$ cat config.mk
export PLATFORM = sky130hd
export DESIGN_NAME = packet_gen
export DESIGN_NICKNAME = d
export VERILOG_FILES = /design/src/rtl/packet_pkg.sv /design/src/rtl/fifo.sv /design/src/rtl/packet_gen.sv
export SDC_FILE = /design/constraint.sdc
export NUM_CORES = 1
export LEC_CHECK = 0
export ABC_AREA = 1
export CAP_MARGIN = 15
export CORE_AREA = 4 4 150 260
export DETAILED_ROUTE_END_ITERATION = 10
export DIE_AREA = 0 0 154 264
export SLEW_MARGIN = 30
export SYNTH_ARGS = -nofsm -noshare
export SYNTH_HDL_FRONTEND = slang
export SYNTH_SLANG_ARGS = --single-unit
$ cat constraint.sdc
create_clock -name clk -period 3.83 [get_ports clk]
set_input_delay 0.766 -clock clk [delete_from_list [all_inputs] [get_ports clk]]
set_output_delay 0.766 -clock clk [all_outputs]
set_load 0.05 [all_outputs]
$ cat src/rtl/packet_pkg.sv
// packet_pkg: shared types and constants for packet_gen and downstream benches.
// Optional feature macro: PACKET_GEN_CHECKSUM_EN (adds the CHECKSUM state).
package packet_pkg;

   localparam int unsigned MSG_TYPE_WIDTH = 4;
   localparam int unsigned LEN_WIDTH      = 8;

   // Header word layout: {type[3:0], 4'h0, len[7:0]}
   localparam int unsigned HDR_TYPE_MSB = 15;
   localparam int unsigned HDR_TYPE_LSB = 12;
   localparam int unsigned HDR_RSVD_MSB = 11;
   localparam int unsigned HDR_RSVD_LSB = 8;
   localparam int unsigned HDR_LEN_MSB  = 7;
   localparam int unsigned HDR_LEN_LSB  = 0;

   // Message types passed by the downstream packet filter
   localparam int unsigned NUM_PASS_TYPES = 4;
   localparam logic [MSG_TYPE_WIDTH-1:0] PASS_TYPES [NUM_PASS_TYPES] =
      '{4'h0, 4'hA, 4'h5, 4'h3};

   typedef enum logic [1:0] {
      ST_IDLE     = 2'd0,
      ST_HEADER   = 2'd1,
`ifdef PACKET_GEN_CHECKSUM_EN
      ST_PAYLOAD  = 2'd2,
      ST_CHECKSUM = 2'd3
`else
      ST_PAYLOAD  = 2'd2
`endif
   } state_t;

   function automatic logic [15:0] make_header(input logic [MSG_TYPE_WIDTH-1:0] msg_type,
                                               input logic [LEN_WIDTH-1:0]      len);
      logic [15:0] hdr;
      hdr = '0;
      hdr[HDR_TYPE_MSB:HDR_TYPE_LSB] = msg_type;
      hdr[HDR_LEN_MSB:HDR_LEN_LSB]   = len;
      return hdr;
   endfunction

   function automatic logic is_pass_type(input logic [MSG_TYPE_WIDTH-1:0] msg_type);
      logic hit;
      hit = 1'b0;
      for (int unsigned i = 0; i < NUM_PASS_TYPES; i++)
         if (PASS_TYPES[i] == msg_type) hit = 1'b1;
      return hit;
   endfunction

endpackage

$ cat src/rtl/fifo.sv
// fifo: synchronous show-ahead FIFO; rd_data is valid whenever !empty.
// DEPTH must be a power of two.
module fifo #(
   parameter int unsigned WIDTH = 8,
   parameter int unsigned DEPTH = 16
) (
   input  logic             clk,
   input  logic             rst,
   input  logic             wr_en,
   input  logic [WIDTH-1:0] wr_data,
   input  logic             rd_en,
   output logic [WIDTH-1:0] rd_data,
   output logic             full,
   output logic             empty
);

   localparam int unsigned AW = (DEPTH > 1) ? $clog2(DEPTH) : 1;

   logic [WIDTH-1:0] mem [DEPTH];
   logic [AW:0]      wr_ptr;
   logic [AW:0]      rd_ptr;
   logic             do_wr;
   logic             do_rd;

   assign do_wr   = wr_en && !full;
   assign do_rd   = rd_en && !empty;
   assign empty   = (wr_ptr == rd_ptr);
   assign full    = (wr_ptr[AW] != rd_ptr[AW]) && (wr_ptr[AW-1:0] == rd_ptr[AW-1:0]);
   assign rd_data = mem[rd_ptr[AW-1:0]];

   // Pointer update; reset flushes the queue
   always_ff @(posedge clk) begin
      if (rst) begin
         wr_ptr <= '0;
         rd_ptr <= '0;
      end else begin
         if (do_wr) wr_ptr <= wr_ptr + 1'b1;
         if (do_rd) rd_ptr <= rd_ptr + 1'b1;
      end
   end

   // Storage write
   always_ff @(posedge clk) begin
      if (do_wr) mem[wr_ptr[AW-1:0]] <= wr_data;
   end

endmodule

$ cat src/rtl/packet_gen.sv
// packet_gen: AXI4-stream source serializing queued {type,len} commands into
// header + payload packets. Optional macro PACKET_GEN_CHECKSUM_EN appends an
// XOR checksum word to every packet.
module packet_gen
   import packet_pkg::*;
#(
   parameter int unsigned DATA_WIDTH = 16,
   parameter int unsigned CMD_DEPTH  = 16
) (
   input  logic                      clk,
   input  logic                      rst,
   input  logic                      cmd_valid,
   output logic                      cmd_ready,
   input  logic [MSG_TYPE_WIDTH-1:0] cmd_type,
   input  logic [LEN_WIDTH-1:0]      cmd_len,
   output logic                      out_tvalid,
   input  logic                      out_tready,
   output logic [DATA_WIDTH-1:0]     out_tdata,
   output logic                      out_tlast,
   output logic                      busy,
   output logic [15:0]               pkt_count
);

   if (DATA_WIDTH != 16) begin : g_bad_width
      $fatal(1, "packet_gen: DATA_WIDTH must be 16");
   end
   if (CMD_DEPTH < 2 || (CMD_DEPTH & (CMD_DEPTH - 1)) != 0) begin : g_bad_depth
      $fatal(1, "packet_gen: CMD_DEPTH must be a power of two >= 2");
   end

`ifdef PACKET_GEN_CHECKSUM_EN
   localparam logic CSUM_EN = 1'b1;
`else
   localparam logic CSUM_EN = 1'b0;
`endif

   localparam int unsigned CMD_W = MSG_TYPE_WIDTH + LEN_WIDTH;

   logic [CMD_W-1:0]          q_rd_data;
   logic                      q_full;
   logic                      q_empty;
   logic                      q_push;
   logic                      q_pop;
   logic [MSG_TYPE_WIDTH-1:0] q_type;
   logic [LEN_WIDTH-1:0]      q_len;

   state_t                    state;
   logic [LEN_WIDTH-1:0]      len_r;
   logic [7:0]                idx;
   logic [7:0]                seq;
   logic                      fire;
   logic                      load_hdr;
   logic                      load_pay;
   logic                      pkt_end;
   logic [7:0]                pay_idx_nx;
   logic [15:0]               pay_word;
   logic [15:0]               hdr_word;
`ifdef PACKET_GEN_CHECKSUM_EN
   logic                      load_csum;
   logic [15:0]               csum;
`endif

   assign q_push    = cmd_valid && cmd_ready;
   assign cmd_ready = !q_full;
   assign q_type    = q_rd_data[CMD_W-1:LEN_WIDTH];
   assign q_len     = q_rd_data[LEN_WIDTH-1:0];
   assign busy      = (state != ST_IDLE) || !q_empty;
   assign fire      = out_tvalid && out_tready;

   assign pay_idx_nx = (state == ST_HEADER) ? 8'd0 : idx + 8'd1;
   assign pay_word   = {seq, pay_idx_nx};
   assign hdr_word   = make_header(q_type, q_len);

   fifo #(
      .WIDTH (CMD_W),
      .DEPTH (CMD_DEPTH)
   ) u_cmd_q (
      .clk     (clk),
      .rst     (rst),
      .wr_en   (q_push),
      .wr_data ({cmd_type, cmd_len}),
      .rd_en   (q_pop),
      .rd_data (q_rd_data),
      .full    (q_full),
      .empty   (q_empty)
   );

   // Decide what, if anything, is loaded into the output register this cycle.
   // A packet end with a pending command reloads the header directly, so
   // back-to-back packets have no bubble.
   always_comb begin
      load_hdr = 1'b0;
      load_pay = 1'b0;
      pkt_end  = 1'b0;
`ifdef PACKET_GEN_CHECKSUM_EN
      load_csum = 1'b0;
`endif
      case (state)
         ST_IDLE: load_hdr = !q_empty;
         ST_HEADER: begin
            if (fire) begin
               if (len_r != '0) load_pay = 1'b1;
`ifdef PACKET_GEN_CHECKSUM_EN
               else load_csum = 1'b1;
`else
               else pkt_end = 1'b1;
`endif
            end
         end
         ST_PAYLOAD: begin
            if (fire) begin
               if (idx != len_r - 8'd1) load_pay = 1'b1;
`ifdef PACKET_GEN_CHECKSUM_EN
               else load_csum = 1'b1;
`else
               else pkt_end = 1'b1;
`endif
            end
         end
`ifdef PACKET_GEN_CHECKSUM_EN
         ST_CHECKSUM: pkt_end = fire;
`endif
         default: ;
      endcase
      if (pkt_end && !q_empty) load_hdr = 1'b1;
      q_pop = load_hdr;
   end

   // Output register, FSM state and packet counters
   always_ff @(posedge clk) begin
      if (rst) begin
         state      <= ST_IDLE;
         len_r      <= '0;
         idx        <= '0;
         seq        <= '0;
         pkt_count  <= '0;
         out_tvalid <= 1'b0;
         out_tlast  <= 1'b0;
         out_tdata  <= '0;
`ifdef PACKET_GEN_CHECKSUM_EN
         csum       <= '0;
`endif
      end else begin
         if (pkt_end) begin
            pkt_count <= pkt_count + 16'd1;
            seq       <= seq + 8'd1;
         end
         if (load_hdr) begin
            state      <= ST_HEADER;
            len_r      <= q_len;
            idx        <= '0;
            out_tvalid <= 1'b1;
            out_tdata  <= hdr_word;
            out_tlast  <= (q_len == '0) && !CSUM_EN;
`ifdef PACKET_GEN_CHECKSUM_EN
            csum       <= hdr_word;
`endif
         end else if (load_pay) begin
            state     <= ST_PAYLOAD;
            idx       <= pay_idx_nx;
            out_tdata <= pay_word;
            out_tlast <= (pay_idx_nx == len_r - 8'd1) && !CSUM_EN;
`ifdef PACKET_GEN_CHECKSUM_EN
            csum      <= csum ^ pay_word;
`endif
`ifdef PACKET_GEN_CHECKSUM_EN
         end else if (load_csum) begin
            state     <= ST_CHECKSUM;
            out_tdata <= csum;
            out_tlast <= 1'b1;
`endif
         end else if (pkt_end) begin
            state      <= ST_IDLE;
            out_tvalid <= 1'b0;
            out_tlast  <= 1'b0;
         end
      end
   end

endmodule

==> results.yml <==
die:
  ios: 52
  start_util_pct: 31.7
  die_area_sq_mm: 0.0407
  core_area_sq_mm: 0.0369
  die_x_um: 154
  rows: 93
  fp.dieH_um: 264
worst_setup_path:
  path_max_fanout: 5
  start_kind: "flop"
  required_ps: 3060
  critPathCaptureType: "primary output"
  critical_path_class: "flop to primary output"
  slowest_delay_ps: 710
  crit_slowest_cell: "clkdlybuf4s50_1"
  path_cells: "xnor2_1 > nand4_1 > or2_2 > clkdlybuf4s50_1"
  critPathBufInv: 1
  crit_family: "buffers and inverters"
  critPathArrivalTime_ps: 2330
power:
  p_sw_share_pct: 37.5
  clkPwrFrac_pct: 26.2
  total_power_w: 0.00883
  intPower_w: 0.00552
  power_density_mw_per_mm2: 653
  seqPwrFrac_pct: 39.6
  power.leakage_nw: 4.82
  combPwrFrac_pct: 34.1
  power.switching_w: 0.00331
  ir_worst_vdd_v: 0.000471
sta:
  relSlewSlack_pct: 53.6
  period_needed_ps: 3100
  final.setup.tns_ps: 0
  post-route-period-util_pct: 80.9
  skew_ps: 14.1
  worst_pin_slew_ps: 697
  setup_slack_ps: 733
  rsz0062_at_grt: "false"
  fmax_mhz: 323
  final-setup-viol-count: 0
  hold_viol: 0
  finalMaxSlewViolations: 0
outcome:
  status: "finished, final reports clean"
logic_synthesis:
  synth_seq_area_share_pct: 61.9
  synth_area_leaders: "edfxtp_1, dfxtp_1, nand2_1, inv_1, nand3_1"
  yosys_warnings: 0
  ys_ff_latch: 266
  async_flop_share_pct: 0
  synthCells: 1157
  netlist_area_sq_mm: 0.0117
  synth.most_common_cell: "edfxtp_1"
  synth_edf_count: 192
  yosysTopAreaCell: "edfxtp_1"
  synth_area_per_cell_sq_um: 10.1
  yosys_most_used_dff: "edfxtp_1"
  synth_fp_nets: 1186
  yosys.area.top_type_share_pct: 49.3
  synthDistinctLibCells: 36
  synth_common_cells: "edfxtp_1, nand2_1, inv_1, nand3_1, a21oi_1"
clock_network:
  cts_tree: "done"
  post_cts_buffers: 0
  cts_buffers: 24
  ctsRootBufferMaster: "clkbuf_16"
  clkSlewWorstSetupHoldPaths_ps: 70
  cts_resized: 0
  cts.sinks: 266
  cts_buffer_depth: 3
  cts_hold_buf: 0
  cts-htree-levels: 1
  clk_latency_ps: 530
grt:
  grt_usage_pct: 13.9
  grt_pass1_wl_mm: 45.0
  antenna_found_initial: 0
  grt_max_degree: 134
  grt_overflow: 0
  first_global_vias: 8138
place:
  place_inst: 1659
  place_congestion: 0.858
  place_hpwl_mm: 19.7
  numPortBuffers: 51
  place_ws_ps: 797
cells_and_area:
  n_antenna_cell: 0
  final_nets: 1239
  instances_no_fill: 1703
  num-fill-cells: 3621
  syn_to_final_growth_pct: 15.7
  drive_gt1_share_pct: 6.76
detailed_routing:
  firstDrtPassIters: 7
  drtIter0Drc: 343
  wl_per_cell_um: 17.0
  num_vias: 8210
  ant_nets: 0
  avgViaCountPerCell: 4.82
  routed_wl_mm: 28.9
  drc: 0
hold_path:
  hold_path_class: "flop to flop"
run:
  max-cap-violations: 0
==> tightest hold or removal path: stages (launching register included) <==
cell     delay [ps]
dfxtp_1         310
nand2_1          60
a21oi_1          50
==> state kept, by name, indices dropped and copies added, names as in the netlist, named ones only <==
signal,cells
out_tdata,16
u_cmd_q.mem,192
state,2
u_cmd_q.wr_ptr,5
idx,8
out_tvalid,1
out_tlast,1
pkt_count,16
seq,8
u_cmd_q.rd_ptr,5
len_r,8
==> cell families (layout without fill, tap and decap cells) <==
logic type / count (synthesis) / in the layout / synth area share, %
buffers and inverters: 194 / 265 / 6.56
xor gates and xnor gates: 29 / 29 / 2.29
DFF: 266 / 266 / 61.9
and+or+nand+nor: 405 / 405 / 14.9
AOI/OAI and AO/OA: 225 / 225 / 10.7
adders and majority gates: 13 / 13 / 1.39
muxes: 25 / 25 / 2.14
==> path summary, 6_finish.rpt <==
check / from / end / slack, ps / cells past startpoint
setup reg to reg: len_r[0]$_SDFFE_PP0P_ / idx[5]$_SDFFE_PP0P_ / 810 / 18
hold reg to reg: out_tdata[9]$_SDFFE_PP0P_ / out_tdata[9]$_SDFFE_PP0P_ / 460 / 2
hold / removal: out_tdata[9]$_SDFFE_PP0P_ / out_tdata[9]$_SDFFE_PP0P_ / 460 / 2
setup / recovery: u_cmd_q.wr_ptr[1]$_SDFFE_PP0P_ / cmd_ready / 730 / 4
==> cell usage in the layout, fill, tap and decap left out, types with 47 or more instances in the layout <==
master / n
edfxtp_1: 192
nand2_1: 191
inv_1: 137
nand3_1: 90
a21oi_1: 87
o21ai_0: 84
nor2_1: 80
dfxtp_1: 72
clkdlybuf4s50_1: 51
o211ai_1: 47
==> power groups by stage <==
stage | sequential [W] | clock (W) | combinational, W
2_1_floorplan | 0.00366 | 0 | 0.00212
3_3_place_gp | 0.00357 | 0 | 0.00301
3_5_place_dp | 0.00357 | 0 | 0.00304
4_1_cts | 0.00351 | 0.00239 | 0.00306
5_1_grt | 0.00353 | 0.00248 | 0.00337
6_report | 0.00350 | 0.00232 | 0.00302
==> layout make-up <==
type	instances	area (sq um)	share of cell area [%]
Sequential cell	266	7250	53.6
Multi-Input combinational cell	697	3680	27.2
Timing Repair Buffer	77	718	5.30
Clock buffer	28	637	4.70
Tap cell	475	594	4.39
Inverter	144	541	3.99
Clock inverter	16	111	0.823
==> per-layer routing <==
layer,global-route usage (%),part of all wire [%]
met1,15.0,38
met2,27.2,56
met3,1.69,3.2
met4,5.47,3.3
met5,0,0
==> through the flow <==
step,hold WS (ps),utilization (%),instance area [sq um]
floorplan,445,-,11700
global placement,453,34.7,12800
detailed placement,458,34.7,12800
CTS,467,36.7,13500
global route,497,36.7,13500
finish,463,36.7,13500
Power figures use the tool's default switching activity.
